===== config.mk =====
export PLATFORM = sky130hd
export DESIGN_NAME = dct_postfft_twiddle
export DESIGN_NICKNAME = d
export VERILOG_FILES = /design/src/rtl/dct_postfft_twiddle.sv
export SDC_FILE = /design/constraint.sdc
export NUM_CORES = 2
export LEC_CHECK = 0
export CAP_MARGIN = 20
export CORE_ASPECT_RATIO = 1.4
export CORE_MARGIN = 5
export CORE_UTILIZATION = 40
export DETAILED_ROUTE_END_ITERATION = 10
export PLACE_DENSITY_LB_ADDON = 0.1
export SYNTH_ARGS = -nofsm -noshare
export SYNTH_HDL_FRONTEND = slang
export SYNTH_SLANG_ARGS = --single-unit

===== constraint.sdc =====
create_clock -name clk -period 9 [get_ports clk]
set_input_delay 1.8 -clock clk [delete_from_list [all_inputs] [get_ports clk]]
set_output_delay 1.8 -clock clk [all_outputs]
set_load 0.005 [all_outputs]

===== src/rtl/dct_postfft_twiddle.sv =====
// Post-FFT rotation stage of the DCT path: Y[k] = X[k] * exp(-j*pi*k/2N), twiddles from a 1-cycle ROM.
// Four pipeline stages (capture, ROM align, multiply, sum/round/saturate) with a global output stall.
module dct_postfft_twiddle #(
    parameter int wDataInOut = 16,
    parameter int wTw        = 16
) (
    input  logic                         clk,
    input  logic                         rst_n,
    input  logic                         sink_valid,
    output logic                         sink_ready,
    input  logic [1:0]                   sink_error,
    input  logic                         sink_sop,
    input  logic                         sink_eop,
    input  logic signed [wDataInOut-1:0] sink_real,
    input  logic signed [wDataInOut-1:0] sink_imag,
    input  logic [11:0]                  fftpts_in,
    output logic [10:0]                  tw_addr,
    input  logic signed [wTw-1:0]        tw_cos,
    input  logic signed [wTw-1:0]        tw_sin,
    output logic                         source_valid,
    input  logic                         source_ready,
    output logic [1:0]                   source_error,
    output logic                         source_sop,
    output logic                         source_eop,
    output logic signed [wDataInOut-1:0] source_real,
    output logic signed [wDataInOut-1:0] source_imag,
    output logic [11:0]                  fftpts_out
);
    localparam int PW = wDataInOut + wTw;
    localparam int SW = PW + 1;
    localparam logic signed [SW-1:0] RND  = SW'(64'sd1 <<< (wTw - 2));
    localparam logic signed [SW-1:0] MAXV = SW'((64'sd1 <<< (wDataInOut - 1)) - 64'sd1);
    localparam logic signed [SW-1:0] MINV = SW'(-(64'sd1 <<< (wDataInOut - 1)));

    logic                         stall, accept, atLast, wrapD, wrapQ;
    logic [10:0]                  kCur, kD, kQ, twAddrQ;
    logic [11:0]                  nEff, fftptsQ;
    logic [1:0]                   errIn;
    logic                         s1ValidQ, s1SopQ, s1EopQ;
    logic [1:0]                   s1ErrQ;
    logic signed [wDataInOut-1:0] s1ReQ, s1ImQ;
    logic                         s2ValidQ, s2SopQ, s2EopQ;
    logic [1:0]                   s2ErrQ;
    logic signed [wDataInOut-1:0] s2ReQ, s2ImQ;
    logic                         twFreshQ;
    logic signed [wTw-1:0]        cosHoldQ, sinHoldQ, cosEff, sinEff;
    logic                         s3ValidQ, s3SopQ, s3EopQ;
    logic [1:0]                   s3ErrQ;
    logic signed [PW-1:0]         pRcQ, pIsQ, pIcQ, pRsQ;
    logic signed [SW-1:0]         sumRe, sumIm, rndRe, rndIm;
    logic                         outValidQ, outSopQ, outEopQ;
    logic [1:0]                   outErrQ;
    logic signed [wDataInOut-1:0] outReQ, outImQ;

    function automatic logic signed [wDataInOut-1:0] saturate(input logic signed [SW-1:0] v);
        if (v > MAXV) return MAXV[wDataInOut-1:0];
        if (v < MINV) return MINV[wDataInOut-1:0];
        return v[wDataInOut-1:0];
    endfunction

    always_comb begin
        stall  = outValidQ && !source_ready;
        accept = sink_valid && !stall;
        kCur   = sink_sop ? 11'd0 : kQ;
        nEff   = sink_sop ? fftpts_in : fftptsQ;
        atLast = ({1'b0, kCur} == (nEff - 12'd1));
        kD     = (sink_eop || atLast) ? 11'd0 : kCur + 11'd1;
        wrapD  = atLast && !sink_eop;
        errIn  = sink_error | {1'b0, wrapQ && !sink_sop};
        // After a stall edge the ROM already shows the S1 address, so S2 uses the captured twiddle.
        cosEff = twFreshQ ? tw_cos : cosHoldQ;
        sinEff = twFreshQ ? tw_sin : sinHoldQ;
        sumRe  = SW'(pRcQ) + SW'(pIsQ);
        sumIm  = SW'(pIcQ) - SW'(pRsQ);
        rndRe  = (sumRe + RND) >>> (wTw - 1);
        rndIm  = (sumIm + RND) >>> (wTw - 1);
    end

    always_ff @(posedge clk or negedge rst_n) begin
        if (!rst_n) begin
            kQ       <= '0;
            wrapQ    <= 1'b0;
            fftptsQ  <= '0;
            twAddrQ  <= '0;
            twFreshQ <= 1'b1;
            cosHoldQ <= '0;
            sinHoldQ <= '0;
        end else begin
            twFreshQ <= !stall;
            if (stall && twFreshQ) begin
                cosHoldQ <= tw_cos;
                sinHoldQ <= tw_sin;
            end
            if (accept) begin
                kQ      <= kD;
                wrapQ   <= wrapD;
                twAddrQ <= kCur;
                if (sink_sop) fftptsQ <= fftpts_in;
            end
        end
    end

    always_ff @(posedge clk or negedge rst_n) begin
        if (!rst_n) begin
            s1ValidQ <= 1'b0; s1SopQ <= 1'b0; s1EopQ <= 1'b0; s1ErrQ <= '0; s1ReQ <= '0; s1ImQ <= '0;
            s2ValidQ <= 1'b0; s2SopQ <= 1'b0; s2EopQ <= 1'b0; s2ErrQ <= '0; s2ReQ <= '0; s2ImQ <= '0;
            s3ValidQ <= 1'b0; s3SopQ <= 1'b0; s3EopQ <= 1'b0; s3ErrQ <= '0;
            pRcQ <= '0; pIsQ <= '0; pIcQ <= '0; pRsQ <= '0;
            outValidQ <= 1'b0; outSopQ <= 1'b0; outEopQ <= 1'b0; outErrQ <= '0;
            outReQ <= '0; outImQ <= '0;
        end else if (!stall) begin
            s1ValidQ <= accept;
            s1SopQ   <= sink_sop;
            s1EopQ   <= sink_eop;
            s1ErrQ   <= errIn;
            s1ReQ    <= sink_real;
            s1ImQ    <= sink_imag;

            s2ValidQ <= s1ValidQ;
            s2SopQ   <= s1SopQ;
            s2EopQ   <= s1EopQ;
            s2ErrQ   <= s1ErrQ;
            s2ReQ    <= s1ReQ;
            s2ImQ    <= s1ImQ;

            s3ValidQ <= s2ValidQ;
            s3SopQ   <= s2SopQ;
            s3EopQ   <= s2EopQ;
            s3ErrQ   <= s2ErrQ;
            pRcQ     <= PW'(s2ReQ) * PW'(cosEff);
            pIsQ     <= PW'(s2ImQ) * PW'(sinEff);
            pIcQ     <= PW'(s2ImQ) * PW'(cosEff);
            pRsQ     <= PW'(s2ReQ) * PW'(sinEff);

            outValidQ <= s3ValidQ;
            outSopQ   <= s3SopQ;
            outEopQ   <= s3EopQ;
            outErrQ   <= s3ErrQ;
            outReQ    <= saturate(rndRe);
            outImQ    <= saturate(rndIm);
        end
    end

    assign sink_ready   = !stall;
    assign tw_addr      = twAddrQ;
    assign fftpts_out   = fftptsQ;
    assign source_valid = outValidQ;
    assign source_sop   = outSopQ;
    assign source_eop   = outEopQ;
    assign source_error = outErrQ;
    assign source_real  = outReQ;
    assign source_imag  = outImQ;
endmodule


==> run_results.csv <==
group,metric,value,unit
critical_path,r2r-start,"twFreshQ",
finish,final_common_cell,"inv_1",
sta,final.period_utilization,93.69,%
detailed_routing,post-route-drc-count,0,
finish,finalNonFillerCells,7963,
detailed_routing,drt-wirelength-per-cell,19.22,um
detailed_routing,drt-initial-drc-count,1555,
synthesis,synth_seq_cells,312,
placement,dp_hpwl,125700,um
synthesis,netlist.top_cell.by_area,"fa_1",
synthesis,async_flop_share,100.0,%
critical_path,crit_type,"in -> reg",
detailed_routing,drtPass1Iterations,5,
placement,dp_slack,-0.1142,ns
synthesis,yosys_warnings,0,
global_routing,grt_remaining_overflow,0,
synthesis,ys_seq_area_share,14.23,%
sta,hold_viol,0,
die,row_count,160,
synthesis,synth.area.top_cells,"fa_1 38%, dfrtp_1 14%, ha_1 10%",
synthesis,syn_inst,5971,
die,die_x,323.1,um
global_routing,met1_usage,25.65,%
global_routing,grt_antenna_before_repair,8,
detailed_routing,vias_per_cell,4.959,
critical_path,critical_path.cell_chain,"clkdlybuf4s50_1 > mux2_2 > nand2_1 > fa_1 > inv_1 > fa_1 > fa_1 > fa_1 > fa_1 > inv_1 > fa_1 > inv_1 > ha_1 > nand3_1 > nor2_1 > nand3_1 > nor4_1 > a21oi_1 > a2111oi_0 > nor3_1 > o41ai_1 > xnor2_1 > a21oi_1",
synthesis,synth-edff-count,0,
synthesis,yosysUniqueCellTypes,69,
sta,max_freq,118.6,MHz
cts,ctsResizeCount,0,
finish,nNetsFinal,7730,
global_routing,top_usage_layer,"met2",
die,initial_utilization,40.32,%
die,core,0.1361,mm^2
global_routing,grt_pass1_wl,248600,um
finish,drive_above_1_share,7.639,%
sta,min_period,8.432,ns
detailed_routing,ant_nets,0,
sta,rsz0062_at_grt,"no",
critical_path,arrival,8.90,ns
job,maxCapViolations,0,
detailed_routing,vias,39490,
critical_path,cp_data_required_time,9.47,ns
sta,fin_worst_skew,0.01810,ns
cts,cts_sinks,312,
synthesis,syn_nets,7555,
placement,port_buffers,144,
critical_path,crit_start,"tw_cos[10]",
critical_path,cpPeakStageDelay,0.82,ns
synthesis,synth_area,0.05488,mm^2
synthesis,netlist.area_leader.share,38.23,%
global_routing,grt_use_met2,42.66,%
finish,layout_common_cells,"1,220 x inv_1, 1,048 x fa_1, 915 x nand2_1, 452 x ha_1, 448 x and2_1",
synthesis,postSynthAreaPerCell,9.192,um^2
critical_path,endpoint_kind,"register",
cts,postCtsSetupRepairBufs,0,
cts,cts_buffers,41,
sta,slew_headroom,25.64,%
detailed_routing,wl,153100,um
sta,slew_violations,0,
synthesis,synthFlopType,"dfrtp_1",
global_routing,track_usage,21.98,%
die,dieArea,0.1448,mm^2
global_routing,grt_pass1_vias,44660,
cts,clk-insertion-delay-late,0.63,ns
sta,whs,0.4627,ns
cts,htreeDepth,2,
sta,tightest_slew,1.115,ns
cts,cts_tree,"yes",
cts,cts_root_buf,"clkbuf_16",
critical_path,cp_slowest_cell,"a2111oi_0",
global_routing,grt_start_max_net_pins,142,
placement,gp_congestion,0.8368,
critical_path,path_max_fanout,16,
die,io-pin-count,145,
critical_path,path_delay_family,"adder cells",
sta,worst_slack,0.5680,ns
cts,clk_pin_slew_worst_paths,0.08,ns
finish,areaGrowthSynthToFinish,11.52,%
cts,clockBufferDepth,3,
placement,dp_cells,7885,
run_status,status,"finished clean",
sta,setup_viol,0,
critical_path,start_kind,"input port",
global_routing,grt_use_met3,1.878,%
critical_path,path_buf_inv,4,
critical_path,worst_path_most_repeated_cell,"fa_1",
worst_hold_path,worstHoldStart,"s1ReQ[0]",
die,die_h,448.3,um
cts,holdBufCountCts,0,
worst_hold_path,hold_class,"reg -> reg",
cells by family after synthesis:
group                    count (synthesis)  share of synthesized area (%)
AO/OA/AOI/OAI                          587                          6.846
XOR/XNOR                               184                          2.936
adder cells (fa/ha/maj)               1500                          48.53
buffers and inverters                 1491                          10.22
flip-flops                             312                          14.23
multiplexers                            88                          1.769
AND/OR/NAND/NOR                       1809                          15.47
area by class of cell:
| type | instances | area, um^2 |
|---|---|---|
| fillers | 13530 | 74930 |
| repair buffers | 402 | 3583 |
| inverters | 1221 | 4591 |
| diodes | 2 | 5.005 |
| clock buffers | 43 | 1044 |
| clock inverters | 33 | 399.1 |
| flip-flops and latches | 312 | 7828 |
| well taps | 1782 | 2230 |
| multi-input cells | 4168 | 41530 |
worst register-to-register path, stage by stage (launching register included):
cell	delay [ns]
dfstp_2	0.91
buf_4	0.31
mux2_2	0.57
and2_1	0.30
fa_1	0.57
fa_1	0.44
fa_1	0.53
fa_1	0.44
fa_1	0.51
inv_1	0.06
fa_1	0.47
inv_1	0.04
ha_1	0.28
nand3_1	0.10
nor2_1	0.15
nand3_1	0.11
nor4_1	0.24
a21oi_1	0.20
a2111oi_0	0.83
nor3_1	0.14
o41ai_1	0.44
xnor2_1	0.17
a21oi_1	0.08
stage by stage:
stage	instance area (um^2)	util, %	TNS [ns]
floorplan	54880	-	0
global placement	59760	43.90	-0.3593
detailed placement	59760	43.90	-0.3155
CTS	61200	44.96	0
global route	61200	44.96	0
finish	61210	44.96	0
cell usage after synthesis (all sizes together), types with 16 or more instances:
| cell | count |
|---|---|
| nor2 | 197 |
| or2 | 21 |
| a211oi | 31 |
| buf | 24 |
| dfrtp | 311 |
| a21oi | 165 |
| nor2b | 67 |
| o21ai | 163 |
| clkbuf | 246 |
| xnor2 | 118 |
| nand2b | 22 |
| o21a | 17 |
| and2 | 448 |
| o21bai | 22 |
| nor3 | 34 |
| a21o | 65 |
| fa | 1048 |
| mux2 | 72 |
| nand2 | 915 |
| or3 | 17 |
| inv | 1221 |
| ha | 452 |
| nand3 | 38 |
| xor2 | 66 |
| mux2i | 16 |
flip-flops by register name, indices dropped and copies added (netlist names), 2 cells and up:
register	count
cosHoldQ	16
fftpts_out	12
kQ	11
pIcQ	32
pIsQ	32
pRcQ	32
pRsQ	32
s1ErrQ	2
s1ImQ	16
s1ReQ	16
s2ErrQ	2
s2ImQ	16
s2ReQ	16
s3ErrQ	2
sinHoldQ	16
source_error	2
source_imag	16
source_real	16
tw_addr	11
path summary, 6_finish.rpt:
path | to | slack (ns) | cells past startpoint
worst max-delay path | pRcQ[31] | 0.57 | 23
worst min-delay path | s2ReQ[0] | 0.46 | 2
worst max register to register | pRcQ[31] | 0.97 | 22
worst min register to register | s2ReQ[0] | 0.46 | 2
max in group asynchronous | sinHoldQ[13] | 6.35 | 2
min in group asynchronous | s2ImQ[5] | 1.21 | 1
layer usage:
metal / routed length (um) / part of all wire, %
met1: 60090 / 39
met2: 84120 / 55
met3: 3840 / 2.5
met4: 5032 / 3.3
met5: 0 / 0
Power is not shown: default switching activity piles up to over one toggle a cycle in this logic, so the estimate is an artifact.
